<file path="config.mk">
export PLATFORM = sky130hd
export DESIGN_NAME = adder_shift_unit
export DESIGN_NICKNAME = d
export VERILOG_FILES = /design/src/rtl/adder_shift_unit.sv
export SDC_FILE = /design/constraint.sdc
export NUM_CORES = 1
export LEC_CHECK = 0
export CAP_MARGIN = 40
export CORE_MARGIN = 1.5
export CORE_UTILIZATION = 50
export DETAILED_ROUTE_END_ITERATION = 10
export PLACE_DENSITY_LB_ADDON = 0.12
export SYNTH_ARGS = -nofsm -noshare
export SYNTH_HDL_FRONTEND = slang
export SYNTH_SLANG_ARGS = --single-unit
</file>
<file path="constraint.sdc">
create_clock -name clk -period 4.66 [get_ports clk]
set_input_delay 0.466 -clock clk [delete_from_list [all_inputs] [get_ports clk]]
set_output_delay 0.466 -clock clk [all_outputs]
set_load 0.1 [all_outputs]
</file>
<file path="src/rtl/adder_shift_unit.sv">
// Registered add/subtract, compare-flag and barrel-shift slice of the integer ALU.
// Every output is captured once per clock; there is no other internal state.
module adder_shift_unit #(
  parameter int unsigned XLEN = 32
) (
  input  logic            clk,
  input  logic            rst,
  input  logic            nadd_sub,
  input  logic [XLEN-1:0] x,
  input  logic [XLEN-1:0] y,
  input  logic            right_en,
  input  logic            sign,
  input  logic [XLEN-1:0] din,
  input  logic [5:0]      shift_n,
  output logic [XLEN-1:0] sum,
  output logic            carry,
  output logic            overflow,
  output logic            eq,
  output logic            lt,
  output logic            ltu,
  output logic [XLEN-1:0] sh_out
);

  localparam int unsigned MSB       = XLEN - 1;
  localparam int unsigned SH_STAGES = $clog2(XLEN);
  localparam int unsigned AMT_W     = (SH_STAGES > 6) ? SH_STAGES : 6;

  // ---------------------------------------------------------------------------
  // Adder: one carry chain, y conditionally inverted with nadd_sub as carry-in
  // ---------------------------------------------------------------------------
  logic [XLEN-1:0] y_eff_c;
  logic [XLEN:0]   sum_ext_c;
  logic            overflow_c;

  always_comb begin
    y_eff_c    = y ^ {XLEN{nadd_sub}};
    sum_ext_c  = {1'b0, x} + {1'b0, y_eff_c} + (XLEN+1)'(nadd_sub);
    overflow_c = (x[MSB] == y_eff_c[MSB]) && (sum_ext_c[MSB] != x[MSB]);
  end

  // ---------------------------------------------------------------------------
  // Compare flags: dedicated x - y path so flags never depend on nadd_sub
  // ---------------------------------------------------------------------------
  logic [XLEN:0] diff_ext_c;
  logic          diff_v_c;
  logic          eq_c;
  logic          lt_c;
  logic          ltu_c;

  always_comb begin
    diff_ext_c = {1'b0, x} + {1'b0, ~y} + (XLEN+1)'(1);
    diff_v_c   = (x[MSB] != y[MSB]) && (diff_ext_c[MSB] != x[MSB]);
    eq_c       = (diff_ext_c[MSB:0] == '0);
    ltu_c      = ~diff_ext_c[XLEN];
    lt_c       = diff_ext_c[MSB] ^ diff_v_c;
  end

  // ---------------------------------------------------------------------------
  // Barrel shifter: stage k moves by 2**k when amount bit k is set
  // ---------------------------------------------------------------------------
  logic [AMT_W-1:0] amt_c;
  logic             arith_c;
  logic             fill_c;
  logic             too_far_c;
  logic [XLEN-1:0]  stg_c [SH_STAGES+1];
  logic [XLEN-1:0]  sh_out_c;

  always_comb begin
    amt_c     = AMT_W'(shift_n);
    arith_c   = right_en & sign;
    fill_c    = arith_c & din[MSB];
    too_far_c = (32'(shift_n) >= XLEN);
  end

  assign stg_c[0] = din;

  for (genvar k = 0; k < SH_STAGES; k++) begin : g_stage
    localparam int unsigned DIST = 1 << k;
    logic [XLEN-1:0] shl_c;
    logic [XLEN-1:0] shr_c;

    always_comb begin
      shl_c = {stg_c[k][XLEN-DIST-1:0], {DIST{1'b0}}};
      shr_c = {{DIST{fill_c}}, stg_c[k][XLEN-1:DIST]};
    end

    assign stg_c[k+1] = !amt_c[k] ? stg_c[k] : (right_en ? shr_c : shl_c);
  end

  // Amounts of XLEN or more push every data bit out; only the fill remains
  always_comb begin
    sh_out_c = stg_c[SH_STAGES];
    if (too_far_c) begin
      sh_out_c = {XLEN{fill_c}};
    end
  end

  // ---------------------------------------------------------------------------
  // Output registers
  // ---------------------------------------------------------------------------
  always_ff @(posedge clk or posedge rst) begin
    if (rst) begin
      sum      <= '0;
      carry    <= 1'b0;
      overflow <= 1'b0;
      eq       <= 1'b0;
      lt       <= 1'b0;
      ltu      <= 1'b0;
      sh_out   <= '0;
    end else begin
      sum      <= sum_ext_c[MSB:0];
      carry    <= sum_ext_c[XLEN];
      overflow <= overflow_c;
      eq       <= eq_c;
      lt       <= lt_c;
      ltu      <= ltu_c;
      sh_out   <= sh_out_c;
    end
  end

endmodule

</file>
# Yosys cells after proc, flatten, opt, wreduce, memory -nomap -nowiden
# Cells that the tools add are included.
# word_totals
ff_bits	69
latchBits	0
mem_bits_rw	0
rom_bits	0
inputBits	107
out_inout_bits	69
elab_cells	36
n_memories	0
# op_classes
add_sub_neg	4
n_mul	0
div	0
magnitude_cmp	1
eq_ne	4
shifts	0
n_mux	11
bitwise_logic	6
n_reduce_logical	3
# ops
op	count
two-way mux 32 bit	11
adder 32 x 32 -> 33 bit	2
adder 33 x 1 -> 33 bit	1
adder 33 x 1 -> 33 bit (second input constant)	1
logical NOT 32 bit	1
NOT 32 bit	1
XOR 32 bit	1
greater-or-equal comparator 6 bit (second input constant)	1
inequality test 1 bit	3
AND 1 bit	2
logical AND 1 bit	2
== test 1 bit	1
NOT 1 bit	1
XOR 1 bit	1

# Depth between registers and ports, before layout
# Gate-level depths: netlist (run 1).
# depth
word_depth	13
ltp_mapped	22

# Worst setup path before layout (run 1)
# No wires, ideal clock.
# synth_timing
kind	input to register
startpoint	input port y[2]
endpoint	register eq
setup_ns	0.068
arrival_time_ns	4.223
slack_ns	0.369
cell_stages	21
n_path_buf	0
path_cell_list	inv_1 -> ha_1 -> o21ai_1 -> a211oi_2 -> o31ai_1 -> a21o_1 -> a21oi_1 -> o21ai_0 -> a32oi_1 -> a21o_1 -> inv_1 -> fa_1 -> nand3_1 -> a221oi_1 -> nand4_1 -> nor4_1 -> nand4_1 -> a2111oi_2 -> nand4_1 -> a311oi_1 -> and4_1
# synth_between
elab_chain_cells	4
# synth_rtl
element	line_no	rtl
from (decl)	10	input logic [XLEN-1:0] y,
NOT 32 bit	51	diff_ext_c = {1'b0, x} + {1'b0, ~y} + (XLEN+1)'(1);
adder 32 x 32 -> 33 bit	51	
adder 33 x 1 -> 33 bit	51	
logical NOT 32 bit	53	eq_c = (diff_ext_c[MSB:0] == '0);
via eq_c	46	logic eq_c;
to (signal assigned)	114	eq <= eq_c;
to (decl)	18	output logic eq,
# The timed path passes the listed nets, and every way through them passes these cells.

# Final worst setup path (run 1)
# layout_timing
startpoint	input port y[7]
endpoint	register eq
# The elaborated chain is that of the path after synthesis.

==> flow_summary.yaml, run 1 <==
cells_and_area:
  multiInputGateArea_um2: 6900
  layout_common_cells: "clkdlybuf4s50_1 (143), a21oi_1 (140), nor2_1 (109)"
  fill_cells: 1292
  stdcell_count: 1641
  final-seq-area_um2: 1730
  layout-area-overhead-vs-synth_pct: 47.5
  final_cell_area_um2: 13200
  drive_gt1_frac: 0.210
  fin_nets: 1583
  final_core_util: 0.759
  final_common_cell: "clkdlybuf4s50_1"
  antenna_cells: 0
timing:
  fmax_ghz: 0.222
  slew_viol_final: 0
  setup_viol: 0
  tightestPinTransition_ns: 0.909
  period_minus_slack_ns: 4.51
  finalCritPeriodShare: 0.968
  finalHoldViolCount: 0
  fin_ws_ns: 0.150
  relSlewSlack: 0.392
power:
  pwr_density_cell_nw_per_um2: 337
  p_leak_nw: 6.06
  peakVddDrop_mv: 0.322
run_status:
  status: "completed"
setup_path:
  crit_required_ns: 4.94
  critPathArrivalTime_ns: 4.79
  path_max_fanout: 2
  cp-start-kind: "input pin"
  critPathCaptureType: "flop"
  path_class: "in -> reg"
synthesis:
  yosysSeqAreaShare: 0.193
  netlist_area_um2: 8960
  ys_dominant_reg_cell: "dfrtp_1"
  syn_inst: 1118
  syn_avg_cell_area_um2: 8.02
  synth.distinct_cells: 78
  async_flop_share: 1.00
  ys_ff_latch: 69
  synth_edf_count: 0
  syn-num-nets: 1290
  yosysWarnings: 0
route:
  via_count: 9906
  wirelength_um: 30200
  viasPerCell: 6.04
  drt_iter0_markers: 886
  drc: 0
  dr.pass1.iters: 6
  avgRoutedWirePerCell_um: 18.4
  ant_nets: 0
global_route:
  grt_max_degree: 60
  track_usage: 0.323
  grt_overflow: 0
  antenna_found_initial: 0
  first_global_vias: 9615
  grt_pass1_wl_um: 47600
floorplanning:
  std_cell_rows: 48
  io_pins: 176
  dieArea_um2: 18700
  die_w_um: 137
  initial_core_util: 0.515
  fp.coreArea_um2: 17400
  die_h_um: 137
clock_tree:
  clock_sinks: 69
  clock-root-buffer: "clkbuf_16"
  hold_buffers: 0
  cts_buffers: 9
  cts.path.max_buffers: 2
  htree_levels: 3
  cts_tree: "yes"
  cts.reportedPaths.clkPinSlew_ns: 0.06
placed_design:
  post-place-ws_ns: -0.456
  port_buffers: 175
  dp_cells: 1622
  place_area_um2: 12600
  routabilityCongestion: 0.974
  dpl.hpwl_um: 23400
flow_run:
  cap_violations: 0
worst_hold_path:
  min_path_type: "in -> reg"
[metal layers]
metal  track usage  vias to the layer above  wire, um
li1              -                     4703         -
met3        0.0419                       91      1650
met1         0.388                     4676     12100
met4         0.140                        0      1210
met5             0                        -         0
met2         0.577                      436     15300
[state kept, by name, indices dropped and copies added (netlist names)]
register  cells
sh_out       32
sum          32
carry         1
eq            1
lt            1
ltu           1
overflow      1
[stage by stage]
step                hold WS (ns)  power, mW  setup TNS (ns)
finish                     0.408       4.46               0
global route               0.429       4.64         -0.0445
CTS                        0.468       4.42               0
detailed placement         0.839       3.69          -0.456
global placement            1.05       3.17          -0.250
floorplan                  0.553       2.51               0
[report_power, final]
group          internal [mW]  switching [mW]
Clock                  0.417           0.299
Sequential             0.719          0.0396
Combinational           1.18            1.80
Total                   2.32            2.14
[worst paths after layout]
kind                       slack (ns)          to  depth (start not counted)  startpoint
max                              0.15          eq                         22        y[7]
max in group asynchronous        3.29      sum[2]                          4         rst
min                              0.41      sum[0]                          2        x[0]
min in group asynchronous        0.45  sh_out[28]                          2         rst
[cell families after synthesis]
kind of cell | Yosys count | synth area share
fa+ha+maj | 65 | 0.0924
flops | 69 | 0.193
mux | 102 | 0.148
xor+xnor | 66 | 0.0645
buf+inv | 130 | 0.0632
compound gates | 385 | 0.284
simple gates | 301 | 0.155
[area by class of cell]
| class | instances | area share |
|---|---|---|
| multi-input cells | 919 | 0.522 |
| repair buffers | 347 | 0.285 |
| flip-flops and latches | 69 | 0.131 |
| well taps | 225 | 0.0213 |
| inverters | 65 | 0.0185 |
| clock buffers | 9 | 0.0170 |
| clock inverters | 7 | 0.00558 |
[synth_stat cells, types with 6 or more instances]
cell type,n,share of area
a211o_1,6,0.0059
a211oi_1,32,0.027
a21o_1,30,0.025
a21oi_1,141,0.079
a221oi_1,6,0.0059
a31oi_1,13,0.0091
and2_1,15,0.010
and3_1,9,0.0063
buf_2,15,0.0084
buf_4,8,0.0067
clkbuf_1,33,0.014
dfrtp_1,69,0.19
ha_1,63,0.088
inv_1,62,0.026
mux2_2,19,0.024
mux2i_1,60,0.067
mux4_2,22,0.055
nand2_1,78,0.033
nand2b_1,19,0.013
nand3_1,16,0.0089
nand4_1,8,0.0056
nor2_1,109,0.046
nor2b_1,9,0.0063
nor3_1,17,0.0095
o211ai_1,6,0.0050
o21a_1,12,0.010
o21ai_0,52,0.029
o21bai_1,8,0.0067
o22ai_1,10,0.0070
o31ai_1,8,0.0067
or2_2,8,0.0056
xnor2_1,25,0.024
xor2_1,41,0.040
[repair_timing]
action,CTS,global route
hold endpoints to repair,0,0
setup buffers,1,2
setup endpoints to repair,1,1
pin swaps,4,18
cloned,0,0
resized for setup,1,69
[worst max-delay path, cell delays in order]
cell,delay [ns]
clkdlybuf4s50_1,0.49
inv_2,0.06
ha_4,0.27
o21ai_2,0.06
nor3_2,0.20
o31ai_2,0.11
a21o_1,0.23
a21oi_2,0.18
o21ai_2,0.08
a32oi_1,0.22
a21o_1,0.16
inv_1,0.06
fa_1,0.56
nand3_2,0.07
a221oi_2,0.17
nand4_1,0.14
nor4_2,0.27
nand4_1,0.13
a2111oi_2,0.22
nand4_1,0.15
a311oi_1,0.27
and4_1,0.22
Note: power is estimated with default switching activity, not from simulation.
==> inputs of run 2 (changes only) <==
--- a/config.mk
+++ b/config.mk
@@ -9,7 +9,7 @@
 export CORE_MARGIN = 1.5
 export CORE_UTILIZATION = 50
 export DETAILED_ROUTE_END_ITERATION = 10
-export PLACE_DENSITY_LB_ADDON = 0.12
+export PLACE_DENSITY = 0.79
 export SYNTH_ARGS = -nofsm -noshare
 export SYNTH_HDL_FRONTEND = slang
 export SYNTH_SLANG_ARGS = --single-unit
==> run 2 against run 1 <==
Compared with the run above: clock power up 2%; first-iteration DRC count up 9.9%; utilization down 1.1 points; sequential power up 1%; sequential cell count unchanged.
==> flow_summary.yaml, run 2 (synthesis results as in run 1) <==
placed_design:
  routabilityCongestion: 0.979
  dpl.hpwl_um: 23800
  dp_cells: 1616
  port_buffers: 175
  place_area_um2: 12500
power:
  total_power_mw: 4.43
  p_leak_nw: 5.83
  peakVddDrop_mv: 0.373
  pwr_density_cell_nw_per_um2: 340
cells_and_area:
  layout-area-overhead-vs-synth_pct: 45.4
  multiInputGateArea_um2: 6880
  drive_gt1_frac: 0.201
  final_cell_area_um2: 13000
  final-seq-area_um2: 1730
  fill_cells: 1285
  antenna_cells: 0
  stdcell_count: 1634
  fin_nets: 1576
  layout_common_cells: "clkdlybuf4s50_1 (162), a21oi_1 (139), nor2_1 (109)"
  reg_top3: "sh_out: 32 flops, sum: 32 flops"
  final_common_cell: "clkdlybuf4s50_1"
timing:
  period_minus_slack_ns: 4.52
  finalHoldViolCount: 0
  slew_viol_final: 0
  relSlewSlack: 0.405
  setup_viol: 0
  finalCritPeriodShare: 0.971
  tightestPinTransition_ns: 0.893
  fmax_ghz: 0.221
clock_tree:
  cts.reportedPaths.clkPinSlew_ns: 0.07
  clock-root-buffer: "clkbuf_16"
  clock_sinks: 69
  htree_levels: 3
  cts_buffers: 9
  cts.path.max_buffers: 2
  cts_tree: "yes"
setup_path:
  path_max_fanout: 3
  path_class: "in -> reg"
  critPathArrivalTime_ns: 4.81
  cp-start-kind: "input pin"
  critPathCaptureType: "flop"
  crit_required_ns: 4.95
  setup.worst_path.start: "y[8]"
worst_hold_path:
  min-delay-start: "x[0]"
  min_path_type: "in -> reg"
global_route:
  grt_pass1_wl_um: 48400
  track_usage: 0.327
  first_global_vias: 9919
  grt_max_degree: 59
  antenna_found_initial: 0
  grt_overflow: 0
route:
  avgRoutedWirePerCell_um: 18.8
  drt_iter0_markers: 974
  ant_nets: 0
  dr.pass1.iters: 5
  wirelength_um: 30700
  drc: 0
  via_count: 10100
  viasPerCell: 6.15
floorplanning:
  die_w_um: 137
  fp.coreArea_um2: 17400
  die_h_um: 137
  std_cell_rows: 48
  dieArea_um2: 18700
  io_pins: 176
  initial_core_util: 0.515
run_status:
  status: "completed"
flow_run:
  cap_violations: 0
[run 2: stage by stage]
step / setup TNS, ns / hold slack, ns / setup slack, ns / util
3_3_place_gp: -0.149 / 1.01 / -0.149 / 0.652
2_1_floorplan: 0 / 0.553 / 0.369 / -
3_5_place_dp: -0.430 / 0.788 / -0.430 / 0.717
6_report: 0 / 0.380 / 0.137 / 0.748
4_1_cts: 0 / 0.420 / 0.000215 / 0.735
5_1_grt: -0.112 / 0.401 / -0.112 / 0.748
[run 2: final cells by class]
type | instances | area share
well taps | 225 | 0.0216
flip-flops and latches | 69 | 0.132
multi-input cells | 919 | 0.528
repair buffers | 340 | 0.276
inverters | 65 | 0.0187
clock buffers | 10 | 0.0183
clock inverters | 6 | 0.00538
[run 2: worst paths after layout]
kind	endpoint	slack, ns	cells past startpoint
max	eq	0.14	22
min	sum[0]	0.38	2
max in group asynchronous	sum[0]	3.33	4
min in group asynchronous	sh_out[27]	0.41	2
[run 2: critical path: stages]
cell             delay (ns)
clkdlybuf4s50_1        0.48
inv_1                  0.08
ha_4                   0.29
nand3_2                0.09
nor3_2                 0.22
o31ai_2                0.10
a21o_1                 0.22
a21oi_2                0.19
o21ai_2                0.09
a32oi_2                0.19
a21o_1                 0.15
inv_1                  0.05
fa_1                   0.47
nand3_1                0.08
a221oi_2               0.18
nand4_1                0.14
nor4_2                 0.24
nand4_1                0.12
a2111oi_2              0.23
nand4_1                0.16
a311oi_1               0.31
and4_1                 0.24
[run 2: report_power, final]
group | internal [mW] | switching, mW | total (mW)
Combinational | 1.15 | 1.78 | 2.93
Clock | 0.433 | 0.295 | 0.728
Sequential | 0.720 | 0.0498 | 0.770
Total | 2.30 | 2.13 | 4.43
[run 2: what timing repair did]
item                       4_1_cts  5_1_grt
pin swaps                        3       18
hold buffers                     0        0
resized for setup                1       39
setup endpoints to repair        1        1
buffers inserted                 0        2
[run 2: layer usage]
layer | up-vias | track usage | routed length [um]
met2 | 505 | 0.582 | 15400
li1 | 4696 | - | -
met5 | - | 0 | 0
met3 | 115 | 0.0633 | 2040
met1 | 4736 | 0.373 | 11600
met4 | 0 | 0.161 | 1580
